--- config.mk ---
export PLATFORM = sky130hd
export DESIGN_NAME = lab01_toggle_gen
export DESIGN_NICKNAME = d
export VERILOG_FILES = /design/src/rtl/lab01_toggle_gen.sv
export SDC_FILE = /design/constraint.sdc
export NUM_CORES = 1
export LEC_CHECK = 0
export ABC_AREA = 0
export CAP_MARGIN = 10
export CELL_PAD_IN_SITES_DETAIL_PLACEMENT = 0
export CELL_PAD_IN_SITES_GLOBAL_PLACEMENT = 2
export CORE_AREA = 10 10 122 124
export DETAILED_ROUTE_END_ITERATION = 16
export DIE_AREA = 0 0 132 134
export PLACE_DENSITY_LB_ADDON = 0.1
export SLEW_MARGIN = 30
export SYNTH_ARGS = -nofsm -noshare
export SYNTH_HDL_FRONTEND = slang
export SYNTH_SLANG_ARGS = --single-unit
--- constraint.sdc ---
create_clock -name i_clk -period 1.9 [get_ports i_clk]
set_clock_uncertainty 0.15 [all_clocks]
set_input_delay 0.285 -clock i_clk [delete_from_list [all_inputs] [get_ports i_clk]]
set_output_delay 0.285 -clock i_clk [all_outputs]
set_load 0.005 [all_outputs]
--- src/rtl/lab01_toggle_gen.sv ---
// Multi-channel programmable square-wave toggle generator; optional feature macro LAB01_TOGGLE_SYNC_EN adds i_sync phase reset.
// Latency: o_y/o_wrap are registered, one clock from any input; no combinational input-to-output path.
// Backpressure: none; dropping i_en[ch] stalls that channel's count in place without losing phase.
module lab01_toggle_gen #(
    parameter int CHANNELS   = 4,
    parameter int CNT_W      = 8,
    parameter int PERIOD_RST = 0,
    localparam int SEL_W     = (CHANNELS > 1) ? $clog2(CHANNELS) : 1
) (
    input  logic                i_clk,
    input  logic                i_rst_n,
    input  logic [CHANNELS-1:0] i_en,
    input  logic                i_load,
    input  logic [SEL_W-1:0]    i_ch_sel,
    input  logic [CNT_W-1:0]    i_period,
`ifdef LAB01_TOGGLE_SYNC_EN
    input  logic                i_sync,
`endif
    output logic [CHANNELS-1:0] o_y,
    output logic [CHANNELS-1:0] o_wrap
);

    localparam logic [CNT_W-1:0] PERIOD_INIT = CNT_W'(PERIOD_RST);

    logic [CNT_W-1:0]    period_q [CHANNELS];
    logic [CNT_W-1:0]    cnt_q    [CHANNELS];
    logic [CHANNELS-1:0] y_q;
    logic [CHANNELS-1:0] wrap_q;
    logic [CHANNELS-1:0] load_hit;
    logic                sync_clr;

`ifdef LAB01_TOGGLE_SYNC_EN
    assign sync_clr = i_sync;
`else
    assign sync_clr = 1'b0;
`endif

    // An out-of-range i_ch_sel matches no channel, so the write is dropped.
    always_comb begin
        load_hit = '0;
        for (int ch = 0; ch < CHANNELS; ch++) begin
            load_hit[ch] = i_load && (i_ch_sel == SEL_W'(ch));
        end
    end

    always_ff @(posedge i_clk) begin
        if (!i_rst_n) begin
            for (int ch = 0; ch < CHANNELS; ch++) begin
                period_q[ch] <= PERIOD_INIT;
                cnt_q[ch]    <= '0;
            end
            y_q    <= '0;
            wrap_q <= '0;
        end else if (sync_clr) begin
            for (int ch = 0; ch < CHANNELS; ch++) begin
                cnt_q[ch] <= '0;
            end
            y_q    <= '0;
            wrap_q <= '0;
        end else begin
            for (int ch = 0; ch < CHANNELS; ch++) begin
                if (load_hit[ch]) begin
                    // A load wins over a wrap in the same cycle: the toggle is skipped.
                    period_q[ch] <= i_period;
                    cnt_q[ch]    <= '0;
                    wrap_q[ch]   <= 1'b0;
                end else if (!i_en[ch]) begin
                    wrap_q[ch]   <= 1'b0;
                end else if (cnt_q[ch] == period_q[ch]) begin
                    cnt_q[ch]    <= '0;
                    y_q[ch]      <= ~y_q[ch];
                    wrap_q[ch]   <= 1'b1;
                end else begin
                    cnt_q[ch]    <= cnt_q[ch] + 1'b1;
                    wrap_q[ch]   <= 1'b0;
                end
            end
        end
    end

    assign o_y    = y_q;
    assign o_wrap = wrap_q;

endmodule

# After elaboration in Yosys (flattened, before gate mapping)

Memory sizes are Yosys's and may differ from the RTL's.
Cells that the tools add are included.

Memories kept: 2
RAM bits: 64
Bits of input ports: 17
Word-level logic and storage cells: 120
Register bits: 8

Muxes and demuxes: 69
Reductions and logical operators: 9
Add/subtract/negate cells: 4
Bitwise gates (word level): 24
Equal/unequal tests: 7

Memories:

| name     | depth | width | rd ports | clocked after Yosys merged registers in | write ports | RTL line | text |
|---|---|---|---|---|---|---|---|
| cnt_q    | 4     | 8     | 4        | 0                                       | 4           | 26       | `logic [CNT_W-1:0] cnt_q [CHANNELS];` |
| period_q | 4     | 8     | 4        | 0                                       | 4           | 25       | `logic [CNT_W-1:0] period_q [CHANNELS];` |

Operators with widths:

| kind                                                | count |
|---|---|
| two-way mux 8 bit                                   | 16 |
| two-way mux 1 bit                                   | 53 |
| adder 8 x 1 -> 8 bit, second input constant         | 4 |
| equality test 8 bit                                 | 4 |
| bitwise OR 1 bit                                    | 16 |
| AND reduction 3 bit                                 | 4 |
| inverter 1 bit                                      | 8 |
| equality test 2 bit, second input constant          | 2 |
| logical AND 1 bit                                   | 4 |
| equality test 2 x 1 -> 1 bit, second input constant | 1 |
| zero test 2 bit                                     | 1 |

# Depth between registers and ports, before layout

Gate-level depths: netlist (run 1).
An unclocked memory read counts as a cell.

Depth in word-level cells: 9
Depth in mapped cells: 5

# Worst setup path after synthesis (run 1)

Ideal clock, no wire load.

Kind: input to register
Start point: in i_ch_sel[1]
End point: mem cnt_q[0][0] (enable)
Cell stages on the path: 3
Required time: 1.441 ns
Arrival time: 1.214 ns
Path slack: 0.227 ns
Setup time: 0.309 ns
Cell sequence: or3b_4 -> nand2_1 -> or2_2

RTL lines:

| item               | RTL line | text |
|---|---|---|
| start: declaration | 14       | `input logic [SEL_W-1:0] i_ch_sel,` |
| end: declaration   | 26       |  |

==> reports/qor.yml, run 1 <==
cts_tree: "done"
drt.antenna.violating_nets: 0
yosysSeqAreaShare_pct: 58.4
avgRoutedWirePerCell_um: 14.5
cp.required_ns: 1.83
worst_path_max_delay_cell: "edfxtp_1"
synth_edf_count: 64
hpwl_mm: 5.82
dpl.cell_count: 506
die_area_mm2: 0.0177
synth_area_per_cell_um2: 12.6
area_growth_syn_to_layout_pct: 26.3
endpoint_kind: "register"
die_y_um: 134
power.density_mw_per_mm2: 852
status: "finished, final reports clean"
drt_iter0_drc: 78
arrival_ns: 1.67
async_reset_ff_share_pct: 0
drive_above_1_share_pct: 18.1
synthFlopType: "edfxtp_1"
htreeDepth: 3
clkLatencyLatePin_ns: 0.33
path_buf_inv: 0
core_area_mm2: 0.0125
overflow: 0
whs_ns: 0.315
start_kind: "register"
antenna_cells: 0
syn_nets: 303
io_buffers: 24
fmax_mhz: 573
root_buffer: "clkbuf_16"
ys_warn_count: 0
antenna_found_initial: 0
rsz0062_at_grt: "no"
final_util_pct: 36.1
die_w_um: 132
min_period_over_period_pct: 91.9
io_pins: 25
num-nets-final: 367
final_hold_viol_count: 0
numCtsBuffers: 9
hold_class: "register to register"
grt_max_degree: 11
drt_pre_antenna_iters: 4
p_leak_nw: 1.60
ys_ff_latch: 72
syn_area_mm2: 0.00356
synth_cells: 282
path_max_fanout: 8
routed-via-count: 2177
routed_wl_mm: 7.57
crit_chain: "xnor2_1, nand4_1, o2111ai_4, nor2_1"
gp_congestion: 0.729
final_cell_mix: "edfxtp_1 (64), xnor2_1 (41), nor2_1 (36)"
cp_top_family: "flip-flops"
grt_pass1_vias: 2324
grt_util_all_layers_pct: 9.13
num_rows: 41
worst-setup-path-type: "register to register"
layout.cells.non_filler: 521
drv_cap: 0
clk_pin_slew_ns: 0.05
relSlewSlack_pct: 72.3
ir_worst_vdd_uv: 405
initial_utilization_pct: 28.6
fin_crit_ns: 1.75
yosysUniqueCellTypes: 26
setup_viol_count_final: 0
grt_first_pass_wirelength_mm: 12.3
avgViaCountPerCell: 4.18
clk_path_buf_depth: 2
max_stage_delay_ns: 0.46
final_max_slew_viol_count: 0
cts_sinks: 72
layout_commonest_cell: "edfxtp_1"
worstMarginPinSlew_ns: 0.414
drc: 0
fillers: 1238
reg2reg_slack_ns: 0.15
## worst reg2reg max path, cell delays in order (launching register included)
cell,delay [ns]
edfxtp_1,0.46
xnor2_1,0.19
nand4_1,0.20
o2111ai_4,0.40
nor2_1,0.09
## kinds of logic after synthesis
logic type	synth area share (%)
flip-flops	58.4
AO/OA/AOI/OAI	2.95
buffers and inverters	0.878
adder cells (fa/ha/maj)	1.41
XOR/XNOR	13.8
multiplexers	1.12
AND/OR/NAND/NOR	21.4
## layer usage
metal | routed length (µm) | GRT usage (%)
met5 | 0 | 0
met1 | 3750 | 11.8
met4 | 124 | 3.83
met3 | 351 | 3.55
met2 | 3350 | 13.3
## flip-flops by register name, indices dropped and copies added (netlist names)
| name | flops |
|---|---|
| cnt_q | 32 |
| period_q | 32 |
| o_y | 4 |
| o_wrap | 4 |
## cell usage after synthesis, types with 2 or more instances
master,instances,area (µm²)
edfxtp_1,64,1920
nand4_2,4,50.1
mux2i_1,4,40.0
inv_1,4,15.0
nor2_1,36,135
and2_1,34,213
nand3b_1,2,15.0
and3_1,9,56.3
dfxtp_1,8,160
xnor2_1,42,368
nor3_2,4,40.0
or2_2,4,25.0
nand4_1,6,37.5
xor2_1,14,123
nand2b_1,4,25.0
ha_1,4,50.1
nand2_1,14,52.6
o2111ai_4,4,105
nand3_1,11,55.1
nor4_1,4,25.0
## power by group
part           internal (mW)  total [mW]  switching (mW)
clock                  0.903        1.50           0.596
combinational          0.211       0.417           0.206
sequential              1.84        1.92          0.0786
total                   2.95        3.83           0.881
## path summary, 6_finish.rpt
path / from / cells after the start / to
worst max register to register: cnt_q[2][2] / 4 / cnt_q[2][4]
worst max-delay path: cnt_q[2][2] / 4 / cnt_q[2][4]
worst min register to register: o_y[2] / 2 / o_y[2]
worst min-delay path: o_y[2] / 2 / o_y[2]
## metrics by stage
| step | power (mW) | setup WS, ns | TNS (ns) | area (µm²) |
|---|---|---|---|---|
| floorplan | 2.18 | 0.227 | 0 | 3560 |
| global placement | 2.38 | -0.0957 | -3.33 | 4230 |
| detailed placement | 2.37 | -0.126 | -4.45 | 4230 |
| CTS | 3.91 | 0.104 | 0 | 4490 |
| global route | 4.04 | 0.0103 | 0 | 4500 |
| finish | 3.83 | 0.154 | 0 | 4500 |
## area by class of cell
cell class              instances  area (µm²)  area share [%]
well taps                     172         215            4.78
inverters                       5        18.8           0.417
flip-flops and latches         72        2080            46.3
multi-input cells             203        1460            32.4
clock inverters                 1        5.00           0.111
clock buffers                  13         250            5.56
repair buffers                 55         473            10.5
## what timing repair did
item                                    4_1_cts  5_1_grt
hold buffers                                  0        0
setup buffers                                 0        1
resized for setup                             0        1
endpoints found under the setup margin        0        7
endpoints found under the hold margin         0        0
Note: power is estimated with default switching activity, not from simulation.
==> inputs of run 2 (changes only) <==
--- a/config.mk
+++ b/config.mk
@@ -6,12 +6,11 @@
 export NUM_CORES = 1
 export LEC_CHECK = 0
 export ABC_AREA = 0
-export CAP_MARGIN = 10
 export CELL_PAD_IN_SITES_DETAIL_PLACEMENT = 0
 export CELL_PAD_IN_SITES_GLOBAL_PLACEMENT = 2
-export CORE_AREA = 10 10 122 124
+export CORE_AREA = 2 2 136 98
 export DETAILED_ROUTE_END_ITERATION = 16
-export DIE_AREA = 0 0 132 134
+export DIE_AREA = 0 0 138 100
 export PLACE_DENSITY_LB_ADDON = 0.1
 export SLEW_MARGIN = 30
 export SYNTH_ARGS = -nofsm -noshare
==> run 2 against run 1 <==
Compared with the run above: worst setup slack worse by 0.037 ns; global-route usage grew 2.6 points; register-to-register slack worse by 0.04 ns; clock power is 8% higher; flip-flop and latch count is the same; die area fell by 22%; clock-buffer cell count down 1; critical path type unchanged; critical endpoint is now cnt_q[3][4].
==> reports/qor.yml, run 2 (same netlist as run 1, synthesis figures left out) <==
status: "finished, final reports clean"
fillers: 1263
layout_commonest_cell: "edfxtp_1"
num-nets-final: 367
min_path_cells: 2
routed-via-count: 2219
fin_crit_ns: 1.78
hpwl_mm: 5.72
power.density_mw_per_mm2: 876
rsz0062_at_grt: "no"
htreeDepth: 3
cts_tree: "done"
seq_area_mm2: 0.00208
pre_cts_slack_ns: -0.132
numCtsBuffers: 9
fin_ws_ns: 0.117
grt_pass1_vias: 2222
worst_path_max_delay_cell: "edfxtp_1"
final_cell_mix: "edfxtp_1 (64), xnor2_1 (41), nor2_1 (36)"
worst-setup-path-type: "register to register"
grt_max_degree: 14
core_area_mm2: 0.0127
hold_buffers: 0
final_hold_viol_count: 0
die_w_um: 138
routed_wl_mm: 7.59
antenna_found_initial: 0
die_y_um: 100
cts_sinks: 72
worstMarginPinSlew_ns: 0.437
drt_iter0_drc: 111
layout.cells.non_filler: 517
final_util_pct: 35.7
clk_path_buf_depth: 2
start_kind: "register"
dpl.cell_count: 498
drive_above_1_share_pct: 18.5
root_buffer: "clkbuf_16"
endpoint_kind: "register"
grt_first_pass_wirelength_mm: 12.3
rr_worst_depth: 4
largestRegisters: "cnt_q x32, period_q x32"
drt.antenna.violating_nets: 0
avgRoutedWirePerCell_um: 14.7
io_pins: 25
fmax_mhz: 561
drv_cap: 0
io_buffers: 24
initial_utilization_pct: 28.0
overflow: 0
worstReg2RegStart: "cnt_q[3][1]"
avgViaCountPerCell: 4.29
crit_chain: "xnor2_1, nand4_1, o2111ai_4, nor2_1"
hold_class: "register to register"
clk_pin_slew_ns: 0.06
design_area_mm2: 0.00453
grt_util_all_layers_pct: 11.7
drc: 0
die_area_mm2: 0.0138
antenna_cells: 0
drt_pre_antenna_iters: 4
min_period_over_period_pct: 93.8
final_max_slew_viol_count: 0
p_leak_nw: 1.62
multi_input_area_mm2: 0.00146
tns_ns: 0
gp_congestion: 0.715
num_rows: 35
critPathLaunch: "cnt_q[3][1]"
max_stage_delay_ns: 0.44
area_growth_syn_to_layout_pct: 27.2
setup_viol_count_final: 0
cp.required_ns: 1.82
arrival_ns: 1.70
path_max_fanout: 8
clkLatencyLatePin_ns: 0.33
relSlewSlack_pct: 70.8
dpl_cell_area_mm2: 0.00422
ir_worst_vdd_uv: 416
holdCritStartpoint: "o_y[3]"
==> run 2: changes by cell type in the layout (fill, tap and decap cells not counted), sizes merged <==
cell / change
bufinv: +1
clkbuf: -1
clkinv: +2
==> run 2: metal layers <==
| layer | wire (µm) | track usage [%] |
|---|---|---|
| met5 | 0 | 0 |
| met1 | 3960 | 16.3 |
| met4 | 97 | 3.77 |
| met2 | 3260 | 17.6 |
| met3 | 263 | 3.58 |
==> run 2: final cells by class <==
class	instances	area share [%]
Tap cell	166	4.58
Sequential cell	72	45.9
Clock buffer	12	5.22
Clock inverter	4	0.994
Multi-Input combinational cell	203	32.1
Timing Repair Buffer	55	10.7
Inverter	5	0.414
==> run 2: worst paths after layout <==
path | endpoint | slack [ns]
setup / recovery | cnt_q[3][4] | 0.12
hold / removal | o_y[3] | 0.32
setup reg to reg | cnt_q[3][4] | 0.12
hold reg to reg | o_y[3] | 0.32
==> run 2: worst max-delay path: cells and delay by family (launching register included) <==
family / cells / cell delay (ns)
AO/OA/AOI/OAI: 1 / 0.40
XOR/XNOR: 1 / 0.19
flip-flops: 1 / 0.44
AND/OR/NAND/NOR: 2 / 0.33
==> run 2: timing repair <==
item	in CTS	in global routing
gates resized for setup	0	1
endpoints found under the setup margin	0	11
setup buffers	0	3
hold endpoints to repair	0	0
==> run 2: stage by stage <==
stage / total power [mW] / hold WS (ns)
after floorplan: 2.18 / 0.256
after global placement: 2.38 / 0.304
after detailed placement: 2.38 / 0.319
after CTS: 4.02 / 0.328
after global routing: 4.14 / 0.351
final: 3.97 / 0.321
==> run 2: report_power, final <==
| group | switching [mW] | total [mW] | leakage [nW] | internal, mW |
|---|---|---|---|---|
| registers | 0.0762 | 1.91 | 0.737 | 1.84 |
| clock network | 0.611 | 1.62 | 0.140 | 1.01 |
| logic | 0.217 | 0.433 | 0.739 | 0.216 |
| total | 0.904 | 3.97 | 1.62 | 3.06 |
